`src/rtl/risc_pkg.sv`:
```
// ---------------------------------------------------------------------------
// risc_pkg
// Shared encodings for the execute stage:
//   - DEFAULT_WIDTH : default datapath width
//   - aluop_e       : ALU operation encodings (aluop input)
//   - shift_e       : B-operand shift encodings (shift input)
//   - state_e       : multiplier sequencing states
// ---------------------------------------------------------------------------
package risc_pkg;

  localparam int DEFAULT_WIDTH = 16;

  typedef enum logic [2:0] {
    ALU_ADD = 3'b000,
    ALU_SUB = 3'b001,
    ALU_AND = 3'b010,
    ALU_NOT = 3'b011,
    ALU_MUL = 3'b100
  } aluop_e;

  typedef enum logic [1:0] {
    SH_NONE = 2'b00,
    SH_LSL1 = 2'b01,
    SH_LSR1 = 2'b10,
    SH_ASR1 = 2'b11
  } shift_e;

  typedef enum logic [1:0] {
    ST_IDLE   = 2'b00,
    ST_MUL    = 2'b01,
    ST_FINISH = 2'b10
  } state_e;

endpackage

```
`src/rtl/shifter_unit.sv`:
```
// ---------------------------------------------------------------------------
// shifter_unit
// Combinational one-bit shifter for the B operand.
// Ports:
//   b_i     [WIDTH-1:0]  operand to shift
//   shift_i [1:0]        00 none, 01 LSL1, 10 LSR1 (zero fill), 11 ASR1
//   b_o     [WIDTH-1:0]  shifted operand
// ---------------------------------------------------------------------------
module shifter_unit
  import risc_pkg::*;
#(
  parameter int WIDTH = DEFAULT_WIDTH
) (
  input  logic [WIDTH-1:0] b_i,
  input  logic [1:0]       shift_i,
  output logic [WIDTH-1:0] b_o
);

  // Shift selection
  always_comb begin
    b_o = b_i;
    case (shift_i)
      SH_NONE: b_o = b_i;
      SH_LSL1: b_o = {b_i[WIDTH-2:0], 1'b0};
      SH_LSR1: b_o = {1'b0, b_i[WIDTH-1:1]};
      SH_ASR1: b_o = {b_i[WIDTH-1], b_i[WIDTH-1:1]};
      default: b_o = b_i;
    endcase
  end

endmodule

```
`src/rtl/execute_unit.sv`:
```
// ---------------------------------------------------------------------------
// execute_unit
// ALU execute stage: operand selection, single-cycle ADD/SUB/AND/NOT and an
// optional iterative unsigned shift-add multiplier.
// Build option: define EXECUTE_UNIT_MUL_EN to include the multiplier; when
// undefined, aluop 100 behaves like any reserved op and busy is tied low.
// Ports:
//   clk, reset (async, active high), start (request, sampled on rising clk)
//   A, B, sximm5 [WIDTH-1:0]  operands / sign-extended immediate
//   asel (zero for A), bsel (sximm5 for shifted B), shift [1:0], aluop [2:0]
//   loads       allow status update for this operation
//   C [WIDTH-1:0] result register, status [2:0] = {V,N,Z}
//   busy        multi-cycle operation in progress
//   done        one-cycle pulse: new result on C
// ---------------------------------------------------------------------------
module execute_unit
  import risc_pkg::*;
#(
  parameter int WIDTH = DEFAULT_WIDTH
) (
  input  logic             clk,
  input  logic             reset,
  input  logic             start,
  input  logic [WIDTH-1:0] A,
  input  logic [WIDTH-1:0] B,
  input  logic [WIDTH-1:0] sximm5,
  input  logic             asel,
  input  logic             bsel,
  input  logic [1:0]       shift,
  input  logic [2:0]       aluop,
  input  logic             loads,
  output logic [WIDTH-1:0] C,
  output logic [2:0]       status,
  output logic             busy,
  output logic             done
);

  function automatic logic [2:0] make_status(input logic v, input logic [WIDTH-1:0] r);
    return {v, r[WIDTH-1], (r == '0)};
  endfunction

  logic [WIDTH-1:0] c_q, c_d;
  logic [2:0]       status_q, status_d;
  logic             done_q, done_d;

  logic [WIDTH-1:0] ain_s, bsh_s, bin_s, res_s;
  logic             v_s;
  logic             busy_s, accept_s;

  assign ain_s = asel ? '0 : A;
  assign bin_s = bsel ? sximm5 : bsh_s;

  shifter_unit #(.WIDTH(WIDTH)) u_shifter (
    .b_i     (B),
    .shift_i (shift),
    .b_o     (bsh_s)
  );

  // Single-cycle ALU result and overflow flag
  always_comb begin
    res_s = '0;
    v_s   = 1'b0;
    case (aluop)
      ALU_ADD: begin
        res_s = ain_s + bin_s;
        v_s   = (ain_s[WIDTH-1] == bin_s[WIDTH-1]) && (res_s[WIDTH-1] != ain_s[WIDTH-1]);
      end
      ALU_SUB: begin
        res_s = ain_s - bin_s;
        v_s   = (ain_s[WIDTH-1] != bin_s[WIDTH-1]) && (res_s[WIDTH-1] != ain_s[WIDTH-1]);
      end
      ALU_AND: begin
        res_s = ain_s & bin_s;
        v_s   = 1'b0;
      end
      ALU_NOT: begin
        res_s = ~bin_s;
        v_s   = 1'b0;
      end
      // Reserved codes (and MUL when it is not built) give zero, so status becomes {0,0,1}.
      default: begin
        res_s = '0;
        v_s   = 1'b0;
      end
    endcase
  end

`ifdef EXECUTE_UNIT_MUL_EN
  localparam int CW = (WIDTH > 1) ? $clog2(WIDTH) : 1;
  localparam logic [CW-1:0] LAST_ITER = CW'(WIDTH - 1);

  state_e             state_q, state_d;
  logic [CW-1:0]      cnt_q, cnt_d;
  logic [2*WIDTH-1:0] acc_q, acc_d;
  logic [2*WIDTH-1:0] mcand_q, mcand_d;
  logic [WIDTH-1:0]   mplier_q, mplier_d;
  logic               mloads_q, mloads_d;
  logic [2*WIDTH-1:0] prod_s;
  logic               is_mul_s;

  // FINISH counts as not busy, so a new request may be accepted there.
  assign busy_s   = (state_q == ST_MUL);
  assign accept_s = start && !busy_s;
  assign is_mul_s = (aluop == ALU_MUL);
  // Accumulator including this edge's partial product; at the last edge it is the full product.
  assign prod_s   = acc_q + (mplier_q[0] ? mcand_q : '0);

  // Next-state, result and multiplier datapath control
  always_comb begin
    state_d  = state_q;
    cnt_d    = cnt_q;
    acc_d    = acc_q;
    mcand_d  = mcand_q;
    mplier_d = mplier_q;
    mloads_d = mloads_q;
    c_d      = c_q;
    status_d = status_q;
    done_d   = 1'b0;
    case (state_q)
      ST_IDLE, ST_FINISH: begin
        state_d = ST_IDLE;
        if (accept_s) begin
          if (is_mul_s) begin
            state_d  = ST_MUL;
            cnt_d    = '0;
            acc_d    = '0;
            mcand_d  = {{WIDTH{1'b0}}, ain_s};
            mplier_d = bin_s;
            mloads_d = loads;
          end else begin
            c_d    = res_s;
            done_d = 1'b1;
            if (loads) begin
              status_d = make_status(v_s, res_s);
            end else begin
              status_d = status_q;
            end
          end
        end else begin
          state_d = ST_IDLE;
        end
      end
      ST_MUL: begin
        acc_d    = prod_s;
        mcand_d  = {mcand_q[2*WIDTH-2:0], 1'b0};
        mplier_d = {1'b0, mplier_q[WIDTH-1:1]};
        cnt_d    = cnt_q + CW'(1);
        if (cnt_q == LAST_ITER) begin
          state_d = ST_FINISH;
          c_d     = prod_s[WIDTH-1:0];
          done_d  = 1'b1;
          if (mloads_q) begin
            status_d = make_status(|prod_s[2*WIDTH-1:WIDTH], prod_s[WIDTH-1:0]);
          end else begin
            status_d = status_q;
          end
        end else begin
          state_d = ST_MUL;
        end
      end
      default: state_d = ST_IDLE;
    endcase
  end

  // Multiplier state, counter and accumulators
  always_ff @(posedge clk or posedge reset) begin
    if (reset) begin
      state_q  <= ST_IDLE;
      cnt_q    <= '0;
      acc_q    <= '0;
      mcand_q  <= '0;
      mplier_q <= '0;
      mloads_q <= 1'b0;
    end else begin
      state_q  <= state_d;
      cnt_q    <= cnt_d;
      acc_q    <= acc_d;
      mcand_q  <= mcand_d;
      mplier_q <= mplier_d;
      mloads_q <= mloads_d;
    end
  end
`else
  assign busy_s   = 1'b0;
  assign accept_s = start;

  // Result and status update for single-cycle operations
  always_comb begin
    c_d      = c_q;
    status_d = status_q;
    done_d   = 1'b0;
    if (accept_s) begin
      c_d    = res_s;
      done_d = 1'b1;
      if (loads) begin
        status_d = make_status(v_s, res_s);
      end else begin
        status_d = status_q;
      end
    end else begin
      done_d = 1'b0;
    end
  end
`endif

  // Result, status and done registers
  always_ff @(posedge clk or posedge reset) begin
    if (reset) begin
      c_q      <= '0;
      status_q <= 3'b000;
      done_q   <= 1'b0;
    end else begin
      c_q      <= c_d;
      status_q <= status_d;
      done_q   <= done_d;
    end
  end

  assign C      = c_q;
  assign status = status_q;
  assign done   = done_q;
  assign busy   = busy_s;

endmodule

```
`config.mk`:
```
export PLATFORM = sky130hd
export DESIGN_NAME = execute_unit
export DESIGN_NICKNAME = d
export VERILOG_FILES = /design/src/rtl/risc_pkg.sv /design/src/rtl/shifter_unit.sv /design/src/rtl/execute_unit.sv
export SDC_FILE = /design/constraint.sdc
export NUM_CORES = 1
export LEC_CHECK = 0
export CAP_MARGIN = 20
export CELL_PAD_IN_SITES_DETAIL_PLACEMENT = 1
export CELL_PAD_IN_SITES_GLOBAL_PLACEMENT = 2
export CORE_ASPECT_RATIO = 0.6
export CORE_UTILIZATION = 29
export DETAILED_ROUTE_END_ITERATION = 8
export GPL_TIMING_DRIVEN = 0
export PLACE_DENSITY = 0.93
export SLEW_MARGIN = 15
export SYNTH_ARGS = -nofsm -noshare
export SYNTH_HDL_FRONTEND = slang
export SYNTH_SLANG_ARGS = --single-unit
```
`constraint.sdc`:
```
create_clock -name clk -period 0.8 [get_ports clk]
set_input_delay 0.08 -clock clk [delete_from_list [all_inputs] [get_ports clk]]
set_output_delay 0.08 -clock clk [all_outputs]
set_load 0.03 [all_outputs]
```
Word level (Yosys, flattened, before mapping)

Index checks and enable logic that the tools add are counted.
W data, S select, Z words.

Output and inout bits: 21
Register bits after elaboration: 20

Bitwise logic cells: 2
Equality and inequality tests: 10
Mux-type cells: 6
Reduce and logical (&&, ||, !) cells: 6
Add/sub/neg operators: 2

Operator list:

| kind                 | number |
|---|---|
| $pmux W16 S4         | 2 |
| $mux W16             | 2 |
| $add A16 B16 Y16     | 1 |
| $and A16 B16 Y16     | 1 |
| $logic_not A16 Y1    | 1 |
| $not A16 Y16         | 1 |
| $sub A16 B16 Y16     | 1 |
| $eq A3 B2 Y1 const B | 2 |
| $eq A2 B2 Y1 const B | 2 |
| $eq A3 B1 Y1 const B | 1 |
| $logic_not A3 Y1     | 1 |
| $ne A1 B1 Y1         | 3 |
| $eq A2 B1 Y1 const B | 1 |
| $logic_and A1 B1 Y1  | 2 |
| $logic_not A2 Y1     | 1 |
| $pmux W1 S2          | 1 |
| $reduce_and A2 Y1    | 1 |
| $eq A1 B1 Y1         | 1 |
| $mux W1              | 1 |

Logic depth before layout (Yosys ltp)

Depth after elaboration: 7
Depth in mapped cells: 19
Depth with buffers taken out: 16

Modules after synthesis

Synthesis repeated with hierarchy kept, for this count alone.

Cells, all modules: 445
Area, all modules: 3,429.5 um2

Modules (own cells, without submodules):

| module       | cells an instance | times used | seq. area each (um2) | area an instance (um2) |
|---|---|---|---|---|
| execute_unit | 394               | 1          | 500.5                | 3,074.2 |
| shifter_unit | 51                | 1          | 0.0                  | 355.3 |

Worst setup path before layout

No wires, ideal clock.

Path kind: input to register
Start point: in shift[0]
End point: reg status_q[0], in the netlist status[0]
Stages on the path: 17
Required time: 0.680 ns
Path buffers: 3
Library setup time: 0.120 ns
Arrival: 2.935 ns
Slack: -2.256 ns
Cells stage by stage: buf_6 > buf_4 > mux2i_1 > o21ai_0 > mux2i_1 > inv_1 > ha_1 > buf_2 > and3_1 > a221o_1 > a31o_1 > a41oi_2 > nor3_1 > nor4b_2 > nor3_1 > and4_1 > a41o_1

Longest elaborated chain between the ends: 6
Elaborated cells between the ends (all ways): 12

RTL lines:

| item                                           | line                | RTL |
|---|---|---|
| start, declared                                | execute_unit.sv:29  | `input logic [1:0] shift,` |
| $eq A2 B2 Y1, or another cell as far along     | shifter_unit.sv:22  | `case (shift_i)` |
| $pmux W16 S4 (*)                               | shifter_unit.sv:22  |  |
| $mux W16 (*)                                   | execute_unit.sv:51  | `assign bin_s = bsel ? sximm5 : bsh_s;` |
| $sub A16 B16 Y16, or another cell as far along | execute_unit.sv:69  | `res_s = ain_s - bin_s;` |
| $pmux W16 S4 (*)                               | execute_unit.sv:63  | `case (aluop)` |
| $logic_not A16 Y1 (*)                          | execute_unit.sv:39  | `return {v, r[WIDTH-1], (r == '0)};` |
| end signal, assigned                           | execute_unit.sv:214 | `status_q <= status_d;` |
| end, declared                                  | execute_unit.sv:43  | `logic [2:0] status_q, status_d;` |

Mark *: on every way between the ends. The rest lies on a longest branch, timed or not.
A chain may end at the register's enable or synchronous reset.

Worst setup path after layout

Start point: in shift[1]
End point: reg status_q[0], in the netlist status[0]

The elaborated chain is that of the path after synthesis.

==> flow_metrics.env <==
export IMPL_swShare_pct=43.51
export IMPL_critPathSlowestCell="or3_1"
export IMPL_path_common_cell="buf_8"
export IMPL_cp_num_cells=17
export IMPL_fin_crit_sh_pct=415.6
export IMPL_required_ns=0.95
export IMPL_fin_ws_ns=-2.525
export IMPL_drc=0
export IMPL_die_area_mm2=0.01263
export IMPL_syn_nets=562
export IMPL_worst_setup_path_end_kind="register"
export IMPL_start_kind="input port"
export IMPL_cp_num_buf_inv=5
export IMPL_cts_buffers_inserted=3
export IMPL_grt_pass1_wl_um=24640
export IMPL_regArea_um2=500.5
export IMPL_insertion_delay_ns=0.26
export IMPL_syn_inst=468
export IMPL_areaGrowthSynthToFinish_pct=77.38
export IMPL_cp_top_family="compound AO/OA/AOI/OAI gates"
export IMPL_final_common_cell="buf_4"
export IMPL_fp_row_count=30
export IMPL_synthArstFlopShare_pct=100.0
export IMPL_slew_limit_headroom_pct=48.66
export IMPL_cts_path_max_buffers=2
export IMPL_grt_overflow_total=0
export IMPL_power_frac_seq_pct=15.7
export IMPL_grt_use_total_pct=25.86
export IMPL_clock_root_buffer="clkbuf_16"
export IMPL_grt_pass1_vias=4445
export IMPL_p_clk_share_pct=14.8
export IMPL_arrival_ns=3.47
export IMPL_slowest_delay_ns=0.44
export IMPL_place_inst=701
export IMPL_path_clk_slew_ns=0.06
export IMPL_synth_edf_count=0
export IMPL_multi_input_area_mm2=0.003583
export IMPL_synth_seq_area_share_pct=14.18
export IMPL_violations="negative setup slack"
export IMPL_fp_coreArea_mm2=0.01156
export IMPL_antenna_found_initial=1
export IMPL_finalSetupViolCount=39
export IMPL_rsz0062_at_grt="true"
export IMPL_cp_max_fo=7
export IMPL_drive_gt1_share_pct=44.44
export IMPL_slew_violations=0
export IMPL_final_util_pct=54.16
export IMPL_r2r_cells=2
export IMPL_antenna_cells=0
export IMPL_p_comb_share_pct=69.4
export IMPL_via_per_inst=5.770
export IMPL_routabilityCongestion=0.8834
export IMPL_syn_avg_cell_area_um2=7.542
export IMPL_finalNonFillerCells=790
export IMPL_yosysUniqueCellTypes=72
export IMPL_outcome="finished with violations"
export IMPL_cellLeakagePower_nw=2.743
export IMPL_yosys_warnings=0
export IMPL_hold_viol_final=0
export IMPL_dpl_hpwl_um=11640
export IMPL_final_cell_mix="buf_4, nor2_1, buf_6, nand2_1, clkdlybuf4s50_1"
export IMPL_period_minus_slack_ns=3.325
export IMPL_drtPass1Iterations=5
export IMPL_num_vias=4558
export IMPL_synth_area_leaders="dfrtp_1, ha_1, mux2i_1, nor2_1, a21oi_1"
export IMPL_nFillCells=1334
export IMPL_fmax_ghz=0.3008
export IMPL_hold_slack_ns=0.1990
export IMPL_io_buffers=73
export IMPL_cts_htree_levels=1
export IMPL_synth_area_mm2=0.003530
export IMPL_worstMarginPinSlew_ns=0.7693
export IMPL_p_total_mw=7.950
export IMPL_ir_worst_vdd_v=0.0006235
export IMPL_cap_violations=0
export IMPL_cts_tree="done"
export IMPL_cp_cell_sequence="buf_8 > buf_8 > buf_8 > buf_4 > a21oi_4 > o21ai_4 > buf_4 > ha_4 > o21bai_4 > a221o_1 > or3_1 > o21ai_2 > xor2_1 > a221oi_2 > and4bb_1 > and4_1 > a41o_1"
export IMPL_grt_max_degree=21
export IMPL_dp_slack_ns=-3.557
export IMPL_drt_iter0_markers=251
export IMPL_cts_sinks=20
export IMPL_synth_ff_type="dfrtp_1"
export IMPL_p_int_mw=4.491
export IMPL_post_drt_wl_per_cell_um=23.93
export IMPL_cellPowerDensity_mw_per_mm2=1270
export IMPL_final_nets=725
export IMPL_start_util_pct=30.53
export IMPL_synth_top_area_share_pct=14.18
export IMPL_crit_type="in2reg"
export IMPL_die_w_um=144.4
export IMPL_holdCritPathClass="in2async"
export IMPL_ant_nets=0
export IMPL_wl_um=18910
export IMPL_synth_top_area_cell="dfrtp_1"
export IMPL_ys_seq_elements=20
export IMPL_p_switching_mw=3.459
export IMPL_final_setup_skew_ns=0
export IMPL_die_y_um=87.46
export IMPL_io_pin_count=80
-- registers in the layout, summed over array words and instances, names as in the netlist --
register / count
C: 16
done: 1
status: 3
-- worst reg2reg max path: stages, from the launching register on --
cell and delay [ns]:
dfrtp_1 0.40, and2_1 0.15, a41o_1 0.20
-- stage by stage --
| stage | instance area [um^2] | setup TNS [ns] |
|---|---|---|
| floorplan | 3804 | -30.41 |
| global placement | 4735 | -64.12 |
| detailed placement | 4735 | -67.30 |
| CTS | 5663 | -34.41 |
| global route | 6261 | -39.82 |
| finish | 6261 | -37.82 |
-- area by class of cell --
class	count	area share, %
Multi-Input combinational cell	384	57.23
Tap cell	160	3.197
Clock buffer	4	1.419
Buffer	29	4.836
Sequential cell	20	7.994
Inverter	32	2.018
Timing Repair Buffer	161	23.30
-- routing by layer --
layer | track usage [%] | vias to the layer above | part of all wire, %
met5 | 0 | - | 0.069
met4 | 4.976 | 2 | 2.9
met3 | 2.914 | 56 | 6.6
met2 | 43.75 | 215 | 47
met1 | 35.46 | 2276 | 43
li1 | - | 2009 | -
-- power by group through the flow --
stage | logic (mW) | registers (mW) | clock network, mW
floorplan | 2.23 | 1.48 | 0
global placement | 3.63 | 1.23 | 0
detailed placement | 3.72 | 1.24 | 0
CTS | 4.56 | 1.25 | 1.18
global route | 5.78 | 1.26 | 1.22
finish | 5.52 | 1.25 | 1.18
-- final timing paths --
kind / slack, ns / from / endpoint
worst min-delay path: 0.20 / reset / done$_DFF_PP0_
max in group asynchronous: 0.31 / reset / C[11]$_DFFE_PP0P_
worst max register to register: -0.06 / status[0]$_DFFE_PP0P_ / status[0]$_DFFE_PP0P_
worst max-delay path: -2.52 / shift[1] / status[0]$_DFFE_PP0P_
min in group clk: 0.30 / start / done$_DFF_PP0_
worst min register to register: 0.54 / C[11]$_DFFE_PP0P_ / C[11]$_DFFE_PP0P_
-- synthesized netlist by cell type (8+ instances only) --
cell and number:
o21ai_1 8, o21bai_1 9, dfrtp_1 20, clkbuf_1 9
nand2_1 40, xnor2_1 10, o21ai_0 17, nor2b_1 24
a21oi_1 33, nor3_1 11, buf_2 16, nor2_1 47
inv_1 31, a31oi_1 8, mux2i_1 28, ha_1 33
-- cells by family (layout without fill, tap and decap cells) --
kind of cell | after synthesis | after routing | share of synthesized area, %
mux | 36 | 36 | 10.49
fa+ha+maj | 35 | 35 | 12.83
simple gates | 160 | 160 | 22.94
buf+inv | 64 | 226 | 8.330
flops | 20 | 20 | 14.18
other cells | 1 | 1 | 0.1062
compound gates | 139 | 139 | 27.90
xor+xnor | 13 | 13 | 3.226
-- repair_timing --
action | in CTS | in global routing
hold buffers | 0 | 0
setup buffers | 51 | 38
endpoints found under the setup margin | 59 | 39
resized for setup | 273 | 59
pin swaps | 44 | 45
No activity file was read; power rests on OpenSTA's default activity.
